===== src/rtl/zigzag_quant_pkg.sv =====
// Shared widths, constants and the S1 payload type for the zigzag quantiser stage.
package zigzag_quant_pkg;
  localparam int COEF_W    = 12;
  localparam int OUT_W     = 11;
  localparam int RECIP_W   = 17;
  localparam int BLOCK_LEN = 64;
  localparam int POS_W     = 6;
  localparam int PROD_W    = COEF_W + RECIP_W;
  localparam int Q_W       = PROD_W - 16;

  localparam logic [RECIP_W-1:0] RECIP_ONE = 17'h10000;
  localparam int OUT_MAX    = 1023;
  localparam int OUT_MIN    = -1024;
  localparam int ROUND_HALF = 32768;

  typedef struct packed {
    logic               sign;
    logic [COEF_W-1:0]  mag;
    logic [POS_W-1:0]   pos;
    logic [RECIP_W-1:0] recip;
  } stage_t;
endpackage


===== src/rtl/zigzag_quant_stream_table.sv =====
// 64-entry reciprocal register file: one write port, one combinational read port.
module quant_recip_table
  import zigzag_quant_pkg::*;
(
  input  logic               clk,
  input  logic               rst_n,
  input  logic               i_we,
  input  logic [POS_W-1:0]   i_waddr,
  input  logic [RECIP_W-1:0] i_wdata,
  input  logic [POS_W-1:0]   i_raddr,
  output logic [RECIP_W-1:0] o_rdata
);
  logic [RECIP_W-1:0] r_mem [BLOCK_LEN];

  // Table storage; reset returns every entry to unity gain.
  always_ff @(posedge clk or negedge rst_n) begin
    if (!rst_n) begin
      for (int i = 0; i < BLOCK_LEN; i++) begin
        r_mem[i] <= RECIP_ONE;
      end
    end else if (i_we) begin
      r_mem[i_waddr] <= i_wdata;
    end
  end

  assign o_rdata = r_mem[i_raddr];
endmodule


===== src/rtl/zigzag_quant_stream.sv =====
// Two-stage quantiser: S1 captures magnitude/sign/position/reciprocal, S2 holds the
// rounded, saturated coefficient with its block-boundary flags.
module zigzag_quant_stream
  import zigzag_quant_pkg::*;
(
  input  logic               clk,
  input  logic               rst,
  input  logic               restart,
  input  logic               in_valid,
  output logic               in_ready,
  input  logic [COEF_W-1:0]  in_coef,
  input  logic               tbl_we,
  input  logic [5:0]         tbl_addr,
  input  logic [RECIP_W-1:0] tbl_data,
  output logic               out_valid,
  input  logic               out_ready,
  output logic [OUT_W-1:0]   out_coef,
  output logic               out_sob,
  output logic               out_eob
);
  logic [POS_W-1:0]   r_pos;
  logic               r_s1_valid;
  stage_t             r_s1;
  logic               r_s2_valid;
  logic [OUT_W-1:0]   r_s2_coef;
  logic               r_s2_sob;
  logic               r_s2_eob;

  logic               w_adv;
  logic               w_accept;
  logic               w_in_sign;
  logic [COEF_W-1:0]  w_in_mag;
  logic [RECIP_W-1:0] w_recip;
  logic [PROD_W-1:0]  w_prod;
  logic [PROD_W-1:0]  w_rnd;
  logic [Q_W-1:0]     w_q;
  logic [Q_W-1:0]     w_lim;
  logic [Q_W-1:0]     w_qs;
  logic [Q_W-1:0]     w_neg;
  logic [OUT_W-1:0]   w_out;

  assign w_adv     = !r_s2_valid || out_ready;
  assign in_ready  = w_adv && !restart;
  assign w_accept  = in_valid && in_ready;
  assign w_in_sign = in_coef[COEF_W-1];
  // -(-2048) wraps to 12'h800, which is exactly the unsigned magnitude 2048.
  assign w_in_mag  = w_in_sign ? (~in_coef + {{(COEF_W-1){1'b0}}, 1'b1}) : in_coef;

  quant_recip_table u_table (
    .clk     (clk),
    .rst_n   (rst),
    .i_we    (tbl_we),
    .i_waddr (tbl_addr),
    .i_wdata (tbl_data),
    .i_raddr (r_pos),
    .o_rdata (w_recip)
  );

  // Scale, round half away from zero in magnitude, then clamp to the signed output range.
  always_comb begin
    w_prod = PROD_W'(r_s1.mag) * PROD_W'(r_s1.recip);
    w_rnd  = w_prod + PROD_W'(ROUND_HALF);
    w_q    = w_rnd[PROD_W-1:16];
    if (r_s1.sign) begin
      w_lim = Q_W'(-OUT_MIN);
    end else begin
      w_lim = Q_W'(OUT_MAX);
    end
    if (w_q > w_lim) begin
      w_qs = w_lim;
    end else begin
      w_qs = w_q;
    end
    w_neg = {Q_W{1'b0}} - w_qs;
    if (r_s1.sign) begin
      w_out = w_neg[OUT_W-1:0];
    end else begin
      w_out = w_qs[OUT_W-1:0];
    end
  end

  // Zigzag position counter; travels with each accepted coefficient.
  always_ff @(posedge clk or negedge rst) begin
    if (!rst) begin
      r_pos <= {POS_W{1'b0}};
    end else if (restart) begin
      r_pos <= {POS_W{1'b0}};
    end else if (w_accept) begin
      r_pos <= r_pos + {{(POS_W-1){1'b0}}, 1'b1};
    end
  end

  // Pipeline registers; both stages freeze together when the output is stalled.
  always_ff @(posedge clk or negedge rst) begin
    if (!rst) begin
      r_s1_valid <= 1'b0;
      r_s1       <= '0;
      r_s2_valid <= 1'b0;
      r_s2_coef  <= {OUT_W{1'b0}};
      r_s2_sob   <= 1'b0;
      r_s2_eob   <= 1'b0;
    end else if (restart) begin
      r_s1_valid <= 1'b0;
      r_s2_valid <= 1'b0;
      r_s2_coef  <= {OUT_W{1'b0}};
      r_s2_sob   <= 1'b0;
      r_s2_eob   <= 1'b0;
    end else if (w_adv) begin
      r_s1_valid <= w_accept;
      if (w_accept) begin
        r_s1 <= '{sign: w_in_sign, mag: w_in_mag, pos: r_pos, recip: w_recip};
      end
      r_s2_valid <= r_s1_valid;
      r_s2_coef  <= r_s1_valid ? w_out : {OUT_W{1'b0}};
      r_s2_sob   <= r_s1_valid && (r_s1.pos == {POS_W{1'b0}});
      r_s2_eob   <= r_s1_valid && (r_s1.pos == POS_W'(BLOCK_LEN - 1));
    end
  end

  assign out_valid = r_s2_valid;
  assign out_coef  = r_s2_coef;
  assign out_sob   = r_s2_sob;
  assign out_eob   = r_s2_eob;
endmodule


===== config.mk =====
export PLATFORM = sky130hd
export DESIGN_NAME = zigzag_quant_stream
export DESIGN_NICKNAME = d
export VERILOG_FILES = /design/src/rtl/zigzag_quant_pkg.sv /design/src/rtl/zigzag_quant_stream_table.sv /design/src/rtl/zigzag_quant_stream.sv
export SDC_FILE = /design/constraint.sdc
export NUM_CORES = 2
export LEC_CHECK = 0
export ABC_AREA = 1
export BUFFER_PORTS_ARGS = -buffer_cell sky130_fd_sc_hd__buf_2
export CORE_UTILIZATION = 64
export CTS_CLUSTER_DIAMETER = 80
export CTS_CLUSTER_SIZE = 25
export DETAILED_ROUTE_END_ITERATION = 8
export GPL_ROUTABILITY_DRIVEN = 0
export PLACE_DENSITY = 0.78
export SYNTH_ARGS = -nofsm -noshare
export SYNTH_HDL_FRONTEND = slang
export SYNTH_HIERARCHICAL = 1
export SYNTH_SLANG_ARGS = --single-unit

===== constraint.sdc =====
create_clock -name clk -period 8.35 [get_ports clk]
set_input_delay 0.4175 -clock clk [delete_from_list [all_inputs] [get_ports clk]]
set_output_delay 0.4175 -clock clk [all_outputs]
set_load 0.005 [all_outputs]

==> qor_table.md <==
| Step | Item | This run |
| --- | --- | --- |
| floorplan | I/O pin count | 56 |
| cells and area | Ratio of cells with drive above 1 in the final layout | 4.806% |
| grt | Global router's overall resource usage | 35.33% |
| timing | Final clock skew | 0.02298 ns |
| timing | RSZ-0062 raised after global routing | no |
| run status | Result of the run | complete, no violations |
| setup path | Stages on the worst setup path | 35 |
| route | Drt pass-1 iters | 6 |
| setup path | Max stage delay cell, worst path | sky130_fd_sc_hd__dfrtp_1 |
| power | Combinational group share of total power | 29.1% |
| setup path | CP required | 8.97 ns |
| worst hold path | Worst min-delay path class | input pin to flip-flop |
| clock network | Setup Buffers After CTS | 0 |
| placement | Dpl cell area | 59340 µm² |
| route | Via count | 50057 |
| synthesis | Number of distinct standard cells referenced by the synthesized netlist | 49 |
| floorplan | Width of the die | 306.0 µm |
| synthesis | Sequential fraction of the synthesis area | 48.58% |
| setup path | Critical Path Source Type | flip-flop |
| floorplan | Number of placement rows | 111 |
| timing | Final number of setup-violating endpoints | 0 |
| clock network | CTS Buf Count | 55 |
| synthesis | Ys Warns | 6 |
| power | Overall power of the completed layout | 14.33 mW |
| timing | Final Hold Fails | 0 |
| route | Detailed Route Iter0 Violations | 6089 |
| setup path | Cell family with most CP delay | adder cells |
| setup path | CP endpoint kind | flip-flop |
| route | Post-Route WL | 163700 µm |
| grt | Final global-route overflow total | 0 |
| grt | Number of global-route vias before repair | 47111 |
| floorplan | Die outline area | 93630 µm² |
| clock network | CTS resizes | 0 |
| timing | Min Hold Slack | 0.07588 ns |
| setup path | Setup CP Type | flip-flop to flip-flop |
| power | Proportion of power drawn by flip-flops and latches | 48.4% |
| setup path | Worst reg2reg path depth | 35 |
| power | Total power divided by cell area | 234.5 nW/µm² |
| timing | Worst slew margin | 11.70% |
| clock network | Clock slew at reported path FFs | 0.09 ns |
| synthesis | Synth Instances | 7512 |
| timing | Final worst setup slack | 0.5328 ns |
| cells and area | Summed area of non-filler cells in the final layout | 61100 µm² |
| clock network | Clock latency on the worst-skew pair | 0.69 ns |
| timing | Summed negative setup slack over all endpoints | 0 ns |
| grt | Maximum number of pins on one net before global-route repair | 177 |
| setup path | Max stage delay on crit path | 0.78 ns |
| cells and area | Multi-input logic area | 26790 µm² |
| synthesis | Number of synthesized flops with an enable pin | 0 |
| synthesis | Post-synth net total | 7794 |
| power | Total internal power | 9.197 mW |
| clock network | Number of hold-repair buffers added at the cts stage | 2 |
| power | NetSw | 5.133 mW |
| clock network | Total number of clock tree sinks | 1145 |
| timing | Fraction of the cycle the final worst path needs | 93.62% |
| route | Routed via count divided by cell count | 5.998 |
| clock network | Max Buffers Root-to-Sink | 3 |
| cells and area | Count of nets after finishing | 7397 |
| flow run | Max-Cap Viols | 0 |
| timing | Final number of max-transition violations | 0 |
| grt | First-pass GRT wire length | 261000 µm |
| floorplan | Die height | 306.0 µm |
| clock network | TritonCTS clock tree | built |
| placement | DP Wirelength | 96760 µm |
| setup path | Arrival time of the worst setup path | 8.44 ns |
| worst hold path | Number of cells traversed by the worst hold path | 2 |
| synthesis | Async set-reset flop share out of synthesis | 100.0% |
| power | Leakage power of the design | 29.38 nW |
| route | Routed len/inst | 19.61 µm |
| floorplan | Initial core utilization | 64.52% |
| grt | Antenna violations before repair | 4 |
| cells and area | Filler cells | 7718 |
| timing | Slew of the pin with the lowest slew margin | 1.315 ns |
| clock network | Deepest level of the CTS H-tree | 2 |
| setup path | Sum of buffers and inverters on the critical path | 4 |
| power | Relative contribution of the clock network to total power | 22.5% |
| setup path | Critical Path Most Common Cell | sky130_fd_sc_hd__nand2_1 |
| synthesis | Cell area after technology mapping | 59140 µm² |
| setup path | Worst Path Max Fanout | 18 |
| floorplan | Core Area | 91660 µm² |
| timing | Highest attainable clock frequency | 0.1279 GHz |
| route | Number of remaining DRC errors | 0 |
| cells and area | P&R area growth vs syn | 3.319% |
| cells and area | Area used by sequential logic in the layout | 28750 µm² |
| clock network | CTS root buffer | sky130_fd_sc_hd__clkbuf_16 |
| placement | Pre-CTS worst setup slack | 0.6890 ns |
| power | Net switching share of the total power | 35.82% |
| synthesis | Commonest register cell after synthesis | sky130_fd_sc_hd__dfrtp_1 |
| timing | Post-route minimum period | 7.817 ns |
| synthesis | Mean instance size in the synthesized netlist | 7.873 µm² |
| placement | # port buffers | 55 |
| route | Final ANT Viol Nets | 0 |
| synthesis | Post-synthesis sequential element count | 1145 |
| power | Worst supply voltage drop on vdd | 0.0001946 V |
-- power groups by stage --
stage	registers [mW]	logic [mW]	clock network (mW)
after floorplan	6.78	3.09	0
after global placement	6.97	3.98	0
after detailed placement	7.01	4.12	0
after CTS	6.91	4.14	3.28
after global routing	7.02	4.77	3.46
final	6.93	4.17	3.23
-- through the flow --
step           utilization (%)  cells
3_3_place_gp             64.73   8242
2_1_floorplan                -   7512
4_1_cts                  66.66   8344
6_report                 66.66   8346
3_5_place_dp             64.73   8242
5_1_grt                  66.66   8346
-- layout make-up --
type	count	area share, %
Clock buffer	90	2.570
Inverter	359	2.236
Antenna cell	2	0.008191
Clock inverter	10	0.2826
Sequential cell	1145	47.04
Tap cell	1186	2.429
Multi-Input combinational cell	5423	43.84
Timing Repair Buffer	131	1.593
-- Yosys cell counts (all sizes together), types with 2 or more instances --
master | count | share of area (%)
nor4 | 9 | 0.27
fa | 149 | 5.0
nand2 | 2753 | 18
buf | 106 | 0.83
o21bai | 4 | 0.051
inv | 339 | 2.2
a21o | 3 | 0.038
clkbuf | 479 | 3.0
dfrtp | 1081 | 46
o21ai | 935 | 7.9
xor2 | 13 | 0.19
clkinv | 20 | 0.13
o211ai | 4 | 0.051
nand3 | 948 | 8.1
nor2 | 238 | 1.6
dfstp | 64 | 2.8
nand4 | 14 | 0.16
ha | 92 | 1.9
xnor2 | 7 | 0.10
a21oi | 215 | 1.8
o41ai | 2 | 0.030
nand3b | 4 | 0.051
nor3b | 3 | 0.038
nor3 | 18 | 0.23
a31oi | 2 | 0.021
-- state kept, by name, indices dropped and copies added (netlist names) --
name and flops:
u_table/r_mem 1088, r_s1 36, out_coef 11, r_pos 6, out_eob 1, out_sob 1, out_valid 1, r_s1_valid 1
-- cells in the final DEF, fill, tap and decap left out, types with 3 or more instances in the layout --
cell type                   synthesis  layout
sky130_fd_sc_hd__o21ai_0          933     933
sky130_fd_sc_hd__dfrtp_4            0       3
sky130_fd_sc_hd__buf_4              5      65
sky130_fd_sc_hd__buf_12             0       9
sky130_fd_sc_hd__o21bai_1           4       4
sky130_fd_sc_hd__clkbuf_1         479      31
sky130_fd_sc_hd__nor2_1           225     223
sky130_fd_sc_hd__fa_1             149     149
sky130_fd_sc_hd__o211ai_1           4       4
sky130_fd_sc_hd__dfrtp_1         1081    1077
sky130_fd_sc_hd__nand2_1         2740    2739
sky130_fd_sc_hd__dfstp_2           64      64
sky130_fd_sc_hd__nand3_1          944     944
sky130_fd_sc_hd__a21oi_1          214     214
sky130_fd_sc_hd__ha_1              92      92
sky130_fd_sc_hd__nor4_4             7       7
sky130_fd_sc_hd__nand2_2           11      12
sky130_fd_sc_hd__inv_8              0       3
sky130_fd_sc_hd__buf_2             51      54
sky130_fd_sc_hd__nand4_1           13      13
sky130_fd_sc_hd__nor3b_1            3       3
sky130_fd_sc_hd__clkbuf_16          0      57
sky130_fd_sc_hd__nor3_2             7       7
sky130_fd_sc_hd__clkinv_2           0       3
sky130_fd_sc_hd__nor2_2            13      14
sky130_fd_sc_hd__nand3b_1           4       4
sky130_fd_sc_hd__a21o_1             3       3
sky130_fd_sc_hd__inv_1            334     333
sky130_fd_sc_hd__nor3_1            10      10
sky130_fd_sc_hd__xnor2_1            7       7
sky130_fd_sc_hd__nand3_2            4       4
sky130_fd_sc_hd__xor2_1            13      13
sky130_fd_sc_hd__inv_2              5      20
-- routing by layer --
| metal | global-route usage [%] | part of all wire, % | vias up |
|---|---|---|---|
| li1 | - | - | 23282 |
| met3 | 5.951 | 8.6 | 342 |
| met1 | 49.01 | 41 | 24333 |
| met5 | 0 | 0.0067 | - |
| met4 | 15.39 | 4.3 | 2 |
| met2 | 55.24 | 46 | 2098 |
-- logic make-up after synthesis --
logic type / after synthesis / share of synthesized area, %
adder cells (fa/ha/maj): 241 / 6.990
AND/OR/NAND/NOR: 3991 / 27.97
AO/OA/AOI/OAI: 1171 / 10.02
buffers and inverters: 944 / 6.144
flip-flops: 1145 / 48.58
XOR/XNOR: 20 / 0.2962
-- worst paths after layout --
kind | end | slack (ns) | startpoint
max | out_coef[10] | 0.53 | r_s1[27]
min | r_s1[34] | 0.08 | in_coef[5]
max reg2reg | out_coef[10] | 0.53 | r_s1[27]
min reg2reg | u_table/r_mem[346] | 0.49 | u_table/r_mem[346]
max in group asynchronous | u_table/r_mem[554] | 5.72 | rst
min in group asynchronous | u_table/r_mem[820] | 0.38 | rst
Note: power is estimated with default switching activity, not from simulation.
